### src/rtl/sprite_table.sv
// Double-buffered sprite attribute table: host writes a shadow bank, frame_sync commits it to the active bank.
// Latency: reads return one cycle after rd_en; a commit takes NUM_SPRITES cycles, commit_done one cycle after the last copy.
// Backpressure: none; writes are always accepted (out-of-range ones dropped). Define SPRITE_TABLE_ERR_EN to enable the sticky wr_err/overrun flags.
module sprite_table #(
    parameter int NUM_SPRITES = 20,
    parameter int ENTRY_W     = 24,
    parameter int IDX_W       = 5
) (
    input  logic               clk,
    input  logic               reset_n,
    input  logic               write,
    input  logic [IDX_W-1:0]   wr_idx,
    input  logic [ENTRY_W-1:0] wr_data,
    input  logic               frame_sync,
    input  logic               rd_en,
    input  logic [IDX_W-1:0]   rd_idx,
    input  logic               err_clr,
    output logic [ENTRY_W-1:0] rd_data,
    output logic               rd_valid,
    output logic               busy,
    output logic               dirty,
    output logic               commit_done,
    output logic               wr_err,
    output logic               overrun
);

    // The index must be able to address every entry.
    if ((2 ** IDX_W) < NUM_SPRITES) begin : g_idx_too_narrow
        $error("sprite_table: IDX_W too small for NUM_SPRITES");
    end

    typedef enum logic {IDLE, COPY} state_t;

    state_t             state_q, state_d;
    logic [IDX_W-1:0]   ptr_q, ptr_d;
    logic               dirty_q, dirty_d;
    logic               commit_done_q, commit_done_d;
    logic               rd_valid_q, rd_valid_d;
    logic [ENTRY_W-1:0] rd_data_q, rd_data_d;
    logic [ENTRY_W-1:0] shadow_q [NUM_SPRITES];
    logic [ENTRY_W-1:0] shadow_d [NUM_SPRITES];
    logic [ENTRY_W-1:0] active_q [NUM_SPRITES];
    logic [ENTRY_W-1:0] active_d [NUM_SPRITES];
    logic               wr_in_range;

    assign wr_in_range = (32'(wr_idx) < NUM_SPRITES);

    // Shadow writes, commit sequencing and the dirty flag; a write always wins over the commit-start clear.
    always_comb begin
        state_d       = state_q;
        ptr_d         = ptr_q;
        dirty_d       = dirty_q;
        commit_done_d = 1'b0;
        shadow_d      = shadow_q;
        active_d      = active_q;

        for (int i = 0; i < NUM_SPRITES; i++) begin
            if (write && (wr_idx == IDX_W'(i))) begin
                shadow_d[i] = wr_data;
            end
        end

        case (state_q)
            IDLE: begin
                if (frame_sync && dirty_q) begin
                    state_d = COPY;
                    ptr_d   = '0;
                    dirty_d = 1'b0;
                end
            end
            COPY: begin
                // Copy from shadow_d so a same-cycle write to the entry under the pointer is picked up.
                for (int i = 0; i < NUM_SPRITES; i++) begin
                    if (ptr_q == IDX_W'(i)) begin
                        active_d[i] = shadow_d[i];
                    end
                end
                ptr_d = ptr_q + IDX_W'(1);
                if (ptr_q == IDX_W'(NUM_SPRITES - 1)) begin
                    state_d       = IDLE;
                    ptr_d         = '0;
                    commit_done_d = 1'b1;
                end
            end
            default: state_d = IDLE;
        endcase

        if (write && wr_in_range) begin
            dirty_d = 1'b1;
        end
    end

    // Read port samples the active bank before this cycle's copy lands; out-of-range reads return zero.
    always_comb begin
        rd_valid_d = rd_en;
        rd_data_d  = rd_data_q;
        if (rd_en) begin
            rd_data_d = '0;
            for (int i = 0; i < NUM_SPRITES; i++) begin
                if (rd_idx == IDX_W'(i)) begin
                    rd_data_d = active_q[i];
                end
            end
        end
    end

    // State, pointer, flags and both banks; reset abandons any copy in flight.
    always_ff @(posedge clk or negedge reset_n) begin
        if (!reset_n) begin
            state_q       <= IDLE;
            ptr_q         <= '0;
            dirty_q       <= 1'b0;
            commit_done_q <= 1'b0;
            rd_valid_q    <= 1'b0;
            rd_data_q     <= '0;
            for (int i = 0; i < NUM_SPRITES; i++) begin
                shadow_q[i] <= '0;
                active_q[i] <= '0;
            end
        end else begin
            state_q       <= state_d;
            ptr_q         <= ptr_d;
            dirty_q       <= dirty_d;
            commit_done_q <= commit_done_d;
            rd_valid_q    <= rd_valid_d;
            rd_data_q     <= rd_data_d;
            shadow_q      <= shadow_d;
            active_q      <= active_d;
        end
    end

`ifdef SPRITE_TABLE_ERR_EN
    logic wr_err_q, wr_err_d;
    logic overrun_q, overrun_d;

    // Sticky error flags: clear first so a simultaneous set event wins.
    always_comb begin
        wr_err_d  = wr_err_q;
        overrun_d = overrun_q;
        if (err_clr) begin
            wr_err_d  = 1'b0;
            overrun_d = 1'b0;
        end
        if (write && !wr_in_range) begin
            wr_err_d = 1'b1;
        end
        if (frame_sync && (state_q == COPY)) begin
            overrun_d = 1'b1;
        end
    end

    // Error flag registers.
    always_ff @(posedge clk or negedge reset_n) begin
        if (!reset_n) begin
            wr_err_q  <= 1'b0;
            overrun_q <= 1'b0;
        end else begin
            wr_err_q  <= wr_err_d;
            overrun_q <= overrun_d;
        end
    end

    assign wr_err  = wr_err_q;
    assign overrun = overrun_q;
`else
    logic unused_err_clr;
    assign unused_err_clr = err_clr;
    assign wr_err         = 1'b0;
    assign overrun        = 1'b0;
`endif

    assign rd_data     = rd_data_q;
    assign rd_valid    = rd_valid_q;
    assign busy        = (state_q == COPY);
    assign dirty       = dirty_q;
    assign commit_done = commit_done_q;

endmodule

### config.mk
export PLATFORM = sky130hd
export DESIGN_NAME = sprite_table
export DESIGN_NICKNAME = d
export VERILOG_FILES = /design/src/rtl/sprite_table.sv
export SDC_FILE = /design/constraint.sdc
export NUM_CORES = 1
export LEC_CHECK = 0
export BUFFER_PORTS_ARGS = -buffer_cell sky130_fd_sc_hd__buf_2
export CAP_MARGIN = 20
export CORE_UTILIZATION = 35
export CTS_CLUSTER_SIZE = 25
export DETAILED_ROUTE_END_ITERATION = 12
export GPL_ROUTABILITY_DRIVEN = 0
export HOLD_SLACK_MARGIN = 0.15
export PLACE_DENSITY = 0.52
export SYNTH_ARGS = -nofsm -noshare
export SYNTH_HDL_FRONTEND = slang
export SYNTH_SLANG_ARGS = --single-unit
### constraint.sdc
create_clock -name clk -period 1.95 [get_ports clk]
set_input_delay 0.39 -clock clk [delete_from_list [all_inputs] [get_ports clk]]
set_output_delay 0.39 -clock clk [all_outputs]
set_load 0.1 [all_outputs]
==> results.md <==
- Worst Path Required: 2.57 ns
- RSZ-0062 raised after global routing: true
- Grt ovf: 0
- Hold Vio Cnt, Final: 0
- CTS buffer count: 104
- Vias in the first global route: 28800
- Commonest cells after routing, fill and taps aside: dfrtp_1 (990), mux2_2 (909), buf_4 (329)
- Crit path from: rd_idx[2]
- LEAKAGE: 23.4 nW
- Ports: 70
- Initial antenna violation count: 7
- Skew-Pair Late Insertion Delay: 0.70 ns
- H-tree Lvls: 3
- Synth top area share: 59.4%
- Mapped Area: 41800 sq um
- FF+latch count, synth: 993
- Buffer and inverter count on the worst path: 6
- Post-route cell area: 50700 sq um
- Maximum vdd ir drop: 0.000660 V
- Share of cells above drive strength 1: 48.4%
- TNS Setup: 0 ns
- Root Driver: clkbuf_16
- Crit-path cells: buf_2 > buf_12 > buf_4 > inv_1 > nor2_1 > o21ai_0 > a21boi_0 > buf_4 > a21oi_1 > buf_4 > o2bb2ai_1
- Critical R2R Launch: active_q[347]
- DIE AREA: 121000 sq um
- Crit-path leading delay family: buffers and inverters
- FILL cells: 10700
- Pins Over Slew Limit: 0
- Drt total wl: 131 mm
- Std-Cell Rows: 126
- Count of different cell masters after synthesis: 83
- Buffers on Ports: 66
- Hold crit path type: input pin to async pin
- DR WL/cell: 26.7 microns
- Max incr delay on CP: 0.48 ns
- Max Clock Skew: 0.0183 ns
- Post-Place Cell Area: 46900 sq um
- Slew margin rel.: 53.9%
- Largest net degree at the start of global routing: 90
- Height of the die: 348 microns
- Final net count: 3349
- Setup Buffers After CTS: 0
- CP max stage cell: a21boi_0
- Vias per inst: 5.44
- Post-synth top area cell: dfrtp_1
- Setup CP Type: input pin to register
- Clock Tree Buf Depth: 3
- Arr. time, crit path: 2.55 ns
- First-pass GRT wire length: 195 mm
- Area grow syn2layout: 21.2%
- Worst Setup Start Kind: input pin
- Final period utilization: 98.9%
- PwrDens: 1260 nW/um^2
- Post-synthesis sequential area ratio: 59.4%
- Ys Warns: 0
- CTS tree: yes
- # clock sinks: 993
- Status: finished clean
- Drt first pass iters: 6
- Gate Count Post-Synth: 2973
- Synth Area in XOR/XNOR: 0.0209%
- Core area: 118000 sq um
- DIE WIDTH: 348 microns
- Footprint of the multi-input gates: 15900 sq um
- Commonest non-fill, non-tap cell in the layout: dfrtp_1
- Mux cell area share after synthesis: 26.4%
- Syn_area_per_cell: 14.1 sq um
- Routing usage on met3: 3.72%
- Antenna Nets Post-Route: 0
- Starting Density: 35.4%
- Synth Area in Simple Gates: 4.09%
- GRT Total Usage: 21.8%
- Largest family of logic cells by synthesized area: multiplexers
- Ys flop type: dfrtp_1
- DRC violations left: 0
- WHS: 0.285 ns
- EDFF count, synth: 0
- FF/Latch Area: 24900 sq um
- Min Tclk post-route: 1.93 ns
- Synth Area in Adders: 0.150%
- Reg clk slew, reported paths: 0.06 ns
- CP Capture Type: register
- Most frequent CP cell: buf_4
- Met1 GRT Util: 29.7%
- M2 GR Usage: 35.0%
- Synth Area in Compound Gates: 6.85%
- Fmax: 0.518 GHz
- Synth area leaders: dfrtp_1 (59%), mux2_2 (25%), o21ai_0 (1.2%)
- Final setup vio count: 0
- Iteration-0 DRC Markers: 2117
- Routed via count: 26800
- GRT busiest layer: met2
- Slew @ Worst Pin: 0.691 ns
- Async S/R FF share, synth: 100%
- CP Max Fanout: 12
- DP Wirelength: 90.5 mm
- Max Cap Viol: 0
[synthesized netlist by cell type (5+ instances only)]
| cell type | instances |
|---|---|
| nor2_2 | 8 |
| buf_6 | 11 |
| nor4_1 | 5 |
| nor3_1 | 18 |
| ha_1 | 5 |
| nand3b_1 | 5 |
| inv_1 | 28 |
| nor2_1 | 57 |
| o221ai_1 | 17 |
| a222oi_1 | 15 |
| mux2i_1 | 18 |
| a211o_1 | 13 |
| mux2_4 | 20 |
| nor2b_1 | 15 |
| buf_1 | 6 |
| o31ai_1 | 6 |
| nand3_1 | 21 |
| o2111ai_1 | 8 |
| clkbuf_1 | 95 |
| mux2_2 | 928 |
| o211ai_1 | 11 |
| nand2b_1 | 15 |
| nand2_2 | 9 |
| o21ai_0 | 102 |
| a211oi_1 | 15 |
| buf_4 | 20 |
| o32ai_1 | 5 |
| o21a_1 | 10 |
| o2bb2ai_1 | 9 |
| a22oi_1 | 32 |
| nor3b_1 | 6 |
| a21oi_1 | 75 |
| and2_1 | 17 |
| and3_1 | 12 |
| a221oi_1 | 14 |
| nand4_1 | 6 |
| o221a_2 | 5 |
| or3_1 | 6 |
| o22ai_1 | 34 |
| nand2_1 | 85 |
| mux4_2 | 5 |
| buf_2 | 99 |
| a31oi_1 | 19 |
| dfrtp_1 | 993 |
[final timing paths]
path	endpoint	slack [ns]	cells after the start
worst max-delay path	rd_data[12]	0.02	11
worst min-delay path	active_q[216]	0.28	2
worst max register to register	rd_data[11]	0.05	6
worst min register to register	shadow_q[239]	0.49	1
max in group asynchronous	active_q[215]	0.76	3
min in group clk	shadow_q[412]	0.33	2
[sequential cells by signal, summed over array words and instances (netlist names)]
register     flops
active_q       480
busy             1
commit_done      1
dirty            1
ptr_q            5
rd_data         24
rd_valid         1
shadow_q       480
[kinds of logic (layout without fill, tap and decap cells)]
group	count (synthesis)	after routing
compound gates	425	425
xor+xnor	1	1
fa+ha+maj	5	5
buf+inv	262	675
flops	993	993
mux	971	971
other cells	1	3
simple gates	315	315
[through the flow]
stage          power (mW)  utilization, %  std cells  setup slack (ns)
2_1_floorplan        38.2               -       2974           -0.0695
3_3_place_gp         42.9            39.7       4727             -1.05
3_5_place_dp         43.6            39.7       4728            -0.844
4_1_cts              64.5            42.8       4921          0.000191
5_1_grt              67.0            42.9       4923           -0.0388
6_report             64.1            42.9       4924            0.0209
[routing by layer]
metal	share of wire, %	routed length (microns)
met1	44	58300
met2	47	61800
met3	5.2	6860
met4	3.3	4380
met5	0.039	51
[cell type report]
cell class                      instances  share of cell area [%]
Clock buffer                          151                    5.94
Multi-Input combinational cell       1719                    31.3
Antenna cell                            1                 0.00494
Sequential cell                       993                    49.0
Tap cell                             1536                    3.79
Timing Repair Buffer                  457                    8.60
Inverter                               29                   0.215
Clock inverter                         38                    1.08
[worst register-to-register path, cell delays in order (launching register included)]
cell and delay (ns):
dfrtp_1 0.39, a21oi_1 0.15, o21ai_0 0.11, a222oi_1 0.28, o21ai_0 0.27, a21oi_1 0.41
o21ai_0 0.16
[report_power, final]
part	switching, mW	total (mW)	internal (mW)
logic	6.50	13.5	7.01
registers	3.24	29.8	26.5
clock network	8.46	20.8	12.3
total	18.2	64.1	45.8
[repair_timing]
item,CTS,global route
hold endpoints to repair,299,0
hold buffers,4,0
setup endpoints to repair,28,31
pin swaps,1,1
gates resized for setup,32,16
cloned,0,2
No activity file was read; power rests on OpenSTA's default activity.
